<file path="config.mk">
export PLATFORM = sky130hd
export DESIGN_NAME = grid_row_receiver
export DESIGN_NICKNAME = d
export VERILOG_FILES = /design/src/rtl/heatmap_pkg.sv /design/src/rtl/row_buffer.sv /design/src/rtl/grid_row_receiver.sv
export SDC_FILE = /design/constraint.sdc
export NUM_CORES = 1
export LEC_CHECK = 0
export CAP_MARGIN = 20
export CORE_ASPECT_RATIO = 2
export CORE_MARGIN = 2
export CORE_UTILIZATION = 64
export CTS_BUF_LIST = sky130_fd_sc_hd__clkbuf_8
export DETAILED_ROUTE_END_ITERATION = 8
export PLACE_DENSITY = 0.91
export SYNTH_ARGS = -nofsm -noshare
export SYNTH_HDL_FRONTEND = slang
export SYNTH_SLANG_ARGS = --single-unit
export TNS_END_PERCENT = 50
</file>
<file path="constraint.sdc">
create_clock -name clk_50 -period 3.7 [get_ports clk_50]
set_input_delay 0.74 -clock clk_50 [delete_from_list [all_inputs] [get_ports clk_50]]
set_output_delay 0.74 -clock clk_50 [all_outputs]
set_load 0.05 [all_outputs]
</file>
<file path="src/rtl/heatmap_pkg.sv">
// Shared constants, FSM encoding and RGB332 palette for the heat-map row pipeline.
package heatmap_pkg;

  localparam int unsigned NODES    = 64;
  localparam int unsigned CELL_W   = 4;
  localparam int unsigned SCREEN_H = 480;

  typedef enum logic [2:0] {
    StIdle    = 3'd0,
    StCapture = 3'd1,
    StSettle  = 3'd2,
    StDrain   = 3'd3,
    StAdvance = 3'd4
  } state_e;

  // RGB332 palette: rrr_ggg_bb
  localparam logic [7:0] RED      = 8'hE0;
  localparam logic [7:0] ORANGE   = 8'hF4;
  localparam logic [7:0] MARIGOLD = 8'hF8;
  localparam logic [7:0] WHITE    = 8'hFF;
  localparam logic [7:0] CYAN     = 8'h1F;
  localparam logic [7:0] PINK     = 8'hEE;
  localparam logic [7:0] PURPLE   = 8'h82;
  localparam logic [7:0] BLACK    = 8'h00;

  // Row pointer step with wrap at the bottom of the screen.
  function automatic logic [9:0] next_row(input logic [9:0] y, input int unsigned height);
    return (32'(y) == height - 1) ? 10'd0 : y + 10'd1;
  endfunction

endpackage

</file>
<file path="src/rtl/row_buffer.sv">
// Single-row colour store: one write port, one read port with 1-cycle registered latency.
module row_buffer #(
  parameter int unsigned DEPTH  = 64,
  parameter int unsigned WIDTH  = 8,
  parameter int unsigned ADDR_W = 6
) (
  input  logic              clk_50,
  input  logic              we,
  input  logic [ADDR_W-1:0] wr_addr,
  input  logic [WIDTH-1:0]  wr_data,
  input  logic [ADDR_W-1:0] rd_addr,
  output logic [WIDTH-1:0]  rd_data
);

  logic [WIDTH-1:0] mem [DEPTH];

  // Storage needs no reset: the owner gates every read with its own valid bits.
  always_ff @(posedge clk_50) begin
    if (we) begin
      mem[wr_addr] <= wr_data;
    end
    rd_data <= mem[rd_addr];
  end

endmodule

</file>
<file path="src/rtl/grid_row_receiver.sv">
// Captures one row of node colours from the grid producer, then streams it to the
// frame-buffer writer as CELL_W-wide pixel runs on the current screen row.
module grid_row_receiver #(
  parameter int unsigned NODES    = heatmap_pkg::NODES,
  parameter int unsigned CELL_W   = heatmap_pkg::CELL_W,
  parameter int unsigned SCREEN_H = heatmap_pkg::SCREEN_H
) (
  input  logic        clk_50,
  input  logic        reset,
  input  logic        enable,
  output logic        write_sig,
  input  logic [31:0] write_data,
  input  logic [7:0]  write_addr,
  input  logic        done_write_sig,
  output logic        pix_we,
  output logic [9:0]  pix_x,
  output logic [9:0]  pix_y,
  output logic [7:0]  pix_color,
  input  logic        pix_ready,
  output logic        row_done,
  output logic        busy
);
  import heatmap_pkg::*;

  localparam int unsigned ADDR_W = (NODES > 1) ? $clog2(NODES) : 1;
  localparam int unsigned SUB_W  = (CELL_W > 1) ? $clog2(CELL_W) : 1;
  localparam logic [ADDR_W-1:0] LAST_NODE = ADDR_W'(NODES - 1);
  localparam logic [SUB_W-1:0]  LAST_SUB  = SUB_W'(CELL_W - 1);

  state_e            state_q, state_d;
  logic              done_q;
  logic              last_q, last_d;
  logic [NODES-1:0]  valid_q;
  logic [ADDR_W-1:0] node_q, node_d;
  logic [SUB_W-1:0]  sub_q, sub_d;
  logic [9:0]        y_q, y_d;

  logic              addr_ok, wr_en, done_rise, last_hit, accept, drain_end;
  logic [7:0]        rd_data;
  logic              unused_data;

  // Only the RGB332 byte of the producer word is meaningful.
  assign unused_data = ^write_data[31:8];

  assign addr_ok   = 32'(write_addr) < NODES;
  assign wr_en     = (state_q == StCapture) && addr_ok;
  assign done_rise = done_write_sig && !done_q;
  assign last_hit  = wr_en && (32'(write_addr) == NODES - 1);
  assign accept    = (state_q == StDrain) && pix_ready;
  assign drain_end = accept && (node_q == LAST_NODE) && (sub_q == LAST_SUB);

  // Next-state: capture ends on a done edge or on the last address seen twice in a row.
  always_comb begin
    state_d = state_q;
    unique case (state_q)
      StIdle:    if (enable) state_d = StCapture;
      StCapture: if (done_rise || (last_hit && last_q)) state_d = StSettle;
      StSettle:  state_d = StDrain;
      StDrain:   if (drain_end) state_d = StAdvance;
      StAdvance: state_d = enable ? StCapture : StIdle;
      default:   state_d = StIdle;
    endcase
    last_d = last_hit && (state_d == StCapture);
  end

  // Drain walk: sub-column fastest, advancing only on an accepted pixel.
  always_comb begin
    node_d = node_q;
    sub_d  = sub_q;
    if (state_q != StDrain) begin
      node_d = '0;
      sub_d  = '0;
    end else if (accept) begin
      if (sub_q == LAST_SUB) begin
        sub_d  = '0;
        node_d = node_q + ADDR_W'(1);
      end else begin
        sub_d = sub_q + SUB_W'(1);
      end
    end
    y_d = (state_q == StAdvance) ? next_row(y_q, SCREEN_H) : y_q;
  end

  // Control and position state.
  always_ff @(posedge clk_50 or posedge reset) begin
    if (reset) begin
      state_q <= StIdle;
      done_q  <= 1'b0;
      last_q  <= 1'b0;
      node_q  <= '0;
      sub_q   <= '0;
      y_q     <= '0;
    end else begin
      state_q <= state_d;
      done_q  <= done_write_sig;
      last_q  <= last_d;
      node_q  <= node_d;
      sub_q   <= sub_d;
      y_q     <= y_d;
    end
  end

  // Valid bits mark which nodes the producer actually delivered this row.
  always_ff @(posedge clk_50 or posedge reset) begin
    if (reset) begin
      valid_q <= '0;
    end else if (state_q == StAdvance) begin
      valid_q <= '0;
    end else if (wr_en) begin
      valid_q[write_addr[ADDR_W-1:0]] <= 1'b1;
    end
  end

  // Read address is the node shown next cycle, so SETTLE prefetches node 0.
  row_buffer #(
    .DEPTH  (NODES),
    .WIDTH  (8),
    .ADDR_W (ADDR_W)
  ) u_row_buffer (
    .clk_50  (clk_50),
    .we      (wr_en),
    .wr_addr (write_addr[ADDR_W-1:0]),
    .wr_data (write_data[7:0]),
    .rd_addr (node_d),
    .rd_data (rd_data)
  );

  // Outputs decode straight from state so reset silences them immediately.
  always_comb begin
    write_sig = (state_q == StCapture);
    busy      = (state_q != StIdle);
    row_done  = (state_q == StAdvance);
    pix_we    = (state_q == StDrain);
    pix_y     = y_q;
    pix_x     = '0;
    pix_color = 8'h00;
    if (pix_we) begin
      pix_x     = 10'(node_q) * 10'(CELL_W) + 10'(sub_q);
      pix_color = valid_q[node_q] ? rd_data : 8'h00;
    end
  end

endmodule

</file>
==> summary.md, run 1 <==
| Metric | Value |
|---|---|
| Fin crit share | `110%` |
| H-tree depth | `3` |
| Crit. End Element | `output port` |
| Register area share after synthesis | `71.3%` |
| Placement Setup Slack | `-0.317 ns` |
| Die width | `143 um` |
| Core box area | `0.0385 sq mm` |
| IO Pins | `77` |
| Hold_ws | `0.312 ns` |
| Synth Flop Type | `edfxtp_1` |
| Dominant cells by area after synthesis | `edfxtp_1, dfrtp_1, mux2i_1, nand2_1, mux4_2` |
| Power per Cell Area | `528 mW/mm^2` |
| Met2 Resource Use GR | `61.6%` |
| Finished Cell Area | `0.0287 sq mm` |
| Rel. slew slack | `43.9%` |
| Share of cells above drive strength 1 | `19.8%` |
| Hold Violations, Final | `0` |
| Clk buf depth | `3` |
| CTS clk-pin slew, worst paths | `0.07 ns` |
| Most used routing layer | `met2` |
| # setup viols final | `8` |
| Initial antenna violation count | `2` |
| Global route total overflow | `0` |
| Worst-Margin Slew | `0.840 ns` |
| F_max | `245 MHz` |
| Synth Instances | `1,686` |
| Inst Count DP | `2,329` |
| Routed length per placed instance | `29.6 um` |
| Starting Density | `64.4%` |
| Die Ht | `283 um` |
| Post-synth top cells | `edfxtp_1, nand2_1, nor2_1` |
| IO Port Bufs | `50` |
| Most common cell in the netlist | `edfxtp_1` |
| DR iter-0 viols | `3,138` |
| Non-filler instance count after layout | `2,479` |
| Met3 usage | `10.3%` |
| RR Endpoint | `u_row_buffer.rd_data[5]` |
| Post-DP HPWL | `45,700 um` |
| Data required, critical path | `2.96 ns` |
| Crit path kind | `flop to output port` |
| Yosys warns | `0` |
| Number of synthesized flops with an enable pin | `512` |
| DIE AREA | `0.0405 sq mm` |
| Synth Cell Area | `0.0248 sq mm` |
| First-pass GRT wire length | `108,000 um` |
| DR vias | `17.2k` |
| Total power | `15.1 mW` |
| Post-layout min period | `4.09 ns` |
| Met1 GRT Util | `40.8%` |
| Distinct cell type count after synthesis | `83` |
| Synth async-reset ratio | `14.3%` |
| Final setup margin | `-0.386 ns` |
| Wirelength, routed | `73,500 um` |
| Top cell type's share of synthesized area | `61.9%` |
| Syn Area/Cell | `14.7 sq um` |
| Critical path fanouts, max | `8` |
| Placement Rows | `102` |
| R2r setup slk | `0.06 ns` |
| Skew-Pair Late Insertion Delay | `0.68 ns` |
| Remaining DRCs | `0` |
| Final core occ | `74.4%` |
| FF-to-FF path depth | `12` |
| Worst setup path endpoint | `pix_color[7]` |
| Status | `complete, but fails checks` |
| Final Max Tran Viols | `0` |
| All-Layer GR Usage | `37.6%` |
| Cell Area, Placed | `0.0269 sq mm` |
| First-pass iteration count of the detailed router | `8` |
| Post-Route Setup TNS | `-3.03 ns` |
| Fin nets | `1,945` |
| TritonCTS buffer count | `75` |
| Pleak | `10.9 nW` |
| Synth area leader | `edfxtp_1` |
| Fin Clk Skew | `0.0363 ns` |
| CTS Root Buffer Type | `clkbuf_8` |
| Pin count of the biggest net entering global routing | `65` |
| Hold WC Path Type | `input port to asynchronous set/reset pin` |
| Max Cap Viol | `0` |
| Vias in the first global route | `17.3k` |
| Yosys reg bits | `607` |
| RePlAce Congestion | `0.965` |
| Worst Path Arrival | `3.35 ns` |
| Failing checks | `negative setup slack` |
| CP startpoint | `node_q[0]` |
| R2R Path Start | `state_q[2]` |
| Final ANT Viol Nets | `0` |
| Synth-to-Final Area Change | `15.5%` |
| CP startpoint kind | `flop` |
| Hold buffer count at CTS | `0` |
| Post-detailed-route via-to-cell ratio | `6.94` |
| Max VDD drop | `419 uV` |
| CTS tree | `built` |
| RSZ-0062 raised after global routing | `true` |
| Clk sinks | `607` |
[final cells by class]
| type | instances | area [sq um] |
|---|---|---|
| Multi-Input combinational cell | 962 | 6510 |
| Clock inverter | 59 | 439 |
| Fill cell | 2051 | 9860 |
| Timing Repair Buffer | 236 | 2220 |
| Tap cell | 520 | 651 |
| Sequential cell | 607 | 17700 |
| Inverter | 15 | 58.8 |
| Antenna cell | 1 | 2.50 |
| Clock buffer | 79 | 1090 |
[where the power goes]
part | total, mW | internal, mW | switching, mW
combinational | 2.63 | 1.01 | 1.62
clock | 4.90 | 2.49 | 2.41
sequential | 7.61 | 7.52 | 0.0879
[cell usage in the layout, fill, tap and decap left out, drive strengths merged, types with 7 or more instances in the layout]
cell / synthesis / layout
edfxtp: 512 / 512
nand2: 243 / 243
buf: 66 / 203
nor2: 161 / 161
mux2i: 121 / 121
dfrtp: 87 / 87
nand3: 82 / 82
clkbuf: 37 / 79
mux4: 41 / 41
inv: 14 / 35
a21oi: 32 / 32
clkdlybuf4s50: 0 / 31
a32oi: 30 / 30
o21a: 29 / 29
clkinv: 1 / 29
and2: 20 / 20
and3: 17 / 17
a211oi: 16 / 16
a22oi: 12 / 12
o21ai: 12 / 12
a21boi: 9 / 9
a311oi: 9 / 9
a221oi: 9 / 9
nand4: 8 / 8
dfxtp: 8 / 8
o211ai: 7 / 7
bufinv: 0 / 7
[worst min path at each step]
stage | from | end | slack (ns) | depth (start not counted)
finish | reset | pix_y[7] | 0.31 | 2
global route | reset | pix_y[4] | 0.33 | 2
CTS | reset | pix_y[8] | 0.31 | 2
detailed placement | valid_q[7] | valid_q[7] | 0.48 | 1
global placement | valid_q[5] | valid_q[5] | 0.47 | 1
floorplan | valid_q[5] | valid_q[5] | 0.46 | 1
[worst max-delay path, cell delays in order (launching register included)]
cell and delay (ns):
dfrtp_2 0.45, buf_12 0.16, buf_4 0.11, mux4_2 0.58
mux4_2 0.54, a211oi_2 0.26, a211oi_1 0.07, buf_4 0.21
and2_4 0.16, buf_12 0.14
[metal layers]
layer	up-vias	wire length (um)
met5	-	0
met4	0	8300
met3	537	8480
met2	1710	35800
met1	8154	20900
li1	6795	-
[cell families (layout without fill, tap and decap cells)]
group / after synthesis / in the layout / synth area share (%)
muxes: 166 / 166 / 8.93
other: 1 / 3 / 0.0151
buffers and inverters: 118 / 389 / 2.70
xor gates and xnor gates: 10 / 10 / 0.353
AOI/OAI and AO/OA: 215 / 215 / 6.59
DFF: 607 / 607 / 71.3
adders and majority gates: 3 / 3 / 0.151
and+or+nand+nor: 566 / 566 / 9.94
[sequential cells by signal, summed over array words and instances, names as in the netlist]
register and cells:
last_q 1, node_q 6, done_q 1, u_row_buffer.rd_data 8, u_row_buffer.mem 512, sub_q 2
pix_y 10, state_q 3, valid_q 64
[what timing repair did]
| item | 4_1_cts | 5_1_grt |
|---|---|---|
| setup buffers | 0 | 4 |
| setup endpoints to repair | 8 | 15 |
| pin swaps | 10 | 1 |
| resized for setup | 12 | 8 |
| hold endpoints to repair | 0 | 0 |
| cloned | 0 | 0 |
(Power assumes the default switching activity.)
==> run 2, diff against run 1 <==
==> constraint.sdc (replaced) <==
create_clock -name clk_50 -period 4.2 [get_ports clk_50]
set_input_delay 0.84 -clock clk_50 [delete_from_list [all_inputs] [get_ports clk_50]]
set_output_delay 0.84 -clock clk_50 [all_outputs]
set_load 0.005 [all_outputs]
==> summary.md, run 2 (synthesis gave the netlist of run 1 again) <==
| Metric | Value |
|---|---|
| TritonCTS buffer count | `75 (unchanged)` |
| Failing checks | `negative setup slack (unchanged)` |
| Inst Count DP | `2,287 (was 2,329)` |
| Remaining DRCs | `0 (unchanged)` |
| DIE AREA | `0.0405 sq mm (unchanged)` |
| Fin nets | `1,903 (was 1,945)` |
| Worst-Margin Slew | `1.15 ns (was 0.840 ns)` |
| Fin crit share | `103%` |
| Logic pwr share | `16.1% (was 17.4%)` |
| CTS clk-pin slew, worst paths | `0.07 ns (about the same)` |
| Slowest stage delay, CP | `0.54 ns (was 0.58 ns)` |
| Final core occ | `73.3% (was 74.4%)` |
| Clock share of power | `32.9% (was 32.3%)` |
| Cell Area, Placed | `0.0265 sq mm (was 0.0269 sq mm)` |
| IO Pins | `77 (unchanged)` |
| Status | `complete, but fails checks (unchanged)` |
| Fin Clk Skew | `0.0273 ns (was 0.0363 ns)` |
| P_int | `9.68 mW (was 11.0 mW)` |
| DR vias | `16.5k (was 17.2k)` |
| Rel. slew slack | `22.9% (was 43.9%)` |
| H-tree depth | `3 (unchanged)` |
| Post-DP HPWL | `43,100 um (was 45,700 um)` |
| Placement Rows | `102 (unchanged)` |
| CTS tree | `built (unchanged)` |
| Clk buf depth | `3 (unchanged)` |
| Hold_ws | `0.491 ns (was 0.312 ns)` |
| Critical path fanouts, max | `8 (unchanged)` |
| Hold Violations, Final | `0 (unchanged)` |
| Routed length per placed instance | `28.3 um (was 29.6 um)` |
| R2r setup slk | `0.40 ns (was 0.06 ns)` |
| Crit path kind | `flop to output port (unchanged)` |
| Pin count of the biggest net entering global routing | `69 (was 65)` |
| Most frequent cells in the layout | `edfxtp_1, nand2_1, nor2_1 (was edfxtp_1, nand2_1, buf_4)` |
| Pleak | `10.8 nW (was 10.9 nW)` |
| Share of cells above drive strength 1 | `17.3% (was 19.8%)` |
| Sw frac | `26.3% (was 27.2%)` |
| Max VDD drop | `371 uV (was 419 uV)` |
| Worst Path Arrival | `3.47 ns (was 3.35 ns)` |
| Global route total overflow | `0 (unchanged)` |
| Core box area | `0.0385 sq mm (unchanged)` |
| Total power | `13.1 mW (was 15.1 mW)` |
| Most used cell, CP | `mux4_2` |
| Vias in the first global route | `16.6k (was 17.3k)` |
| Worst path cell trace | `buf_12 -> buf_6 -> mux4_2 -> mux4_2 -> mux2i_4 -> a211oi_4 -> and2_1 -> clkdlybuf4s50_1 (was buf_12 -> buf_4 -> mux4_2 -> mux4_2 -> a211oi_2 -> a211oi_1 -> buf_4 -> and2_4 -> buf_12)` |
| Reg power frac | `51.0% (was 50.3%)` |
| Placement Setup Slack | `0.0602 ns (was -0.317 ns)` |
| Initial antenna violation count | `1 (was 2)` |
| CP startpoint | `node_q[0] (unchanged)` |
| Data required, critical path | `3.36 ns (was 2.96 ns)` |
| Final setup margin | `-0.106 ns (was -0.386 ns)` |
| Non-filler instance count after layout | `2,437 (was 2,479)` |
| Die width | `143 um (unchanged)` |
| HP Start | `valid_q[4]` |
| CP startpoint kind | `flop (unchanged)` |
| Clk sinks | `607 (unchanged)` |
| Commonest non-fill, non-tap cell in the layout | `edfxtp_1 (unchanged)` |
| RSZ-0062 raised after global routing | `true (unchanged)` |
| DR iter-0 viols | `2,536 (was 3,138)` |
| F_max | `232 MHz` |
| Skew-Pair Late Insertion Delay | `0.65 ns (was 0.68 ns)` |
| Starting Density | `64.4% (unchanged)` |
| Hold buffer count at CTS | `0 (unchanged)` |
| Power per Cell Area | `465 mW/mm^2 (was 528 mW/mm^2)` |
| Die Ht | `283 um (unchanged)` |
| Final ANT Viol Nets | `0 (unchanged)` |
| R2R Path Start | `node_q[0] (was state_q[2])` |
| Post-Route Setup TNS | `-0.209 ns (was -3.03 ns)` |
| Crit-path slowest cell | `mux4_2 (unchanged)` |
| RePlAce Congestion | `0.932 (was 0.965)` |
| Final Max Tran Viols | `0 (unchanged)` |
| Finished Cell Area | `0.0283 sq mm (was 0.0287 sq mm)` |
| Crit. End Element | `output port (unchanged)` |
| # setup viols final | `2 (was 8)` |
| First-pass iteration count of the detailed router | `7 (was 8)` |
| All-Layer GR Usage | `34.2% (was 37.6%)` |
| First-pass GRT wire length | `98,700 um (was 108,000 um)` |
| IO Port Bufs | `50 (unchanged)` |
| CTS Root Buffer Type | `clkbuf_8 (unchanged)` |
| Wirelength, routed | `69,000 um (was 73,500 um)` |
| Largest register FFs | `512 (unchanged)` |
| Max Cap Viol | `0 (unchanged)` |
| Hold WC Path Type | `flop to flop (was input port to asynchronous set/reset pin)` |
| Post-detailed-route via-to-cell ratio | `6.78 (was 6.94)` |
| Largest Register | `u_row_buffer.mem (unchanged)` |
| Post-layout min period | `4.31 ns` |
| Net Sw Power | `3.46 mW (was 4.12 mW)` |
| Synth-to-Final Area Change | `13.8% (was 15.5%)` |
[run 2: cell types whose count changed in the layout (fill, tap and decap cells not counted), moves of 2 or more]
| cell | previous run | this run |
|---|---|---|
| clkbuf_8 | 79 | 84 |
| clkdlybuf4s50_1 | 31 | 36 |
| and2_4 | 8 | 1 |
| dlymetal6s2s_1 | 2 | 6 |
| a211oi_4 | 0 | 2 |
| buf_12 | 30 | 15 |
| inv_1 | 30 | 26 |
| and2_1 | 12 | 19 |
| buf_4 | 164 | 126 |
[run 2: final timing paths]
kind,cells past startpoint,to
max in group asynchronous,3,node_q[0]
setup reg to reg,15,u_row_buffer.rd_data[2]
min in group asynchronous,2,valid_q[55]
hold reg to reg,2,valid_q[4]
setup / recovery,8,pix_color[5]
hold / removal,2,valid_q[4]
[run 2: layer usage]
layer	share of wire (%)	GRT usage [%]	vias up	wire [um]
met1	29	37.3	7901	20200
met4	10	28.3	0	6960
met5	0	0	-	0
met3	11	7.06	448	7490
li1	-	-	6715	-
met2	50	56.9	1453	34300
[run 2: critical path, delay by kind of cell, from the launching register on]
family	cells	cell delay (ns)
DFF	1	0.44
AOI/OAI and AO/OA	1	0.14
buffers and inverters	3	0.76
muxes	3	1.28
and+or+nand+nor	1	0.21
[run 2: power by group through the flow]
stage / sequential, mW / clock [mW] / combinational (mW)
after global placement: 6.82 / 0 / 1.87
after detailed placement: 6.83 / 0 / 1.94
after floorplan: 6.79 / 0 / 1.34
after global routing: 6.71 / 4.57 / 2.21
final: 6.71 / 4.32 / 2.11
after CTS: 6.70 / 4.32 / 1.98
[run 2: final cells by class]
cell class              instances  area (sq um)
clock inverters                53           392
flip-flops and latches        607         17700
repair buffers                194          1770
multi-input cells             962          6520
fillers                      2146         10300
diodes                          2          5.00
clock buffers                  84          1160
inverters                      15          58.8
well taps                     520           651
[run 2: what timing repair did]
action                                  in CTS  in global routing
gates resized for setup                      8                 14
buffers inserted                             2                  3
gates cloned                                 0                  1
pin swaps                                    1                  5
endpoints found under the setup margin       8                  8
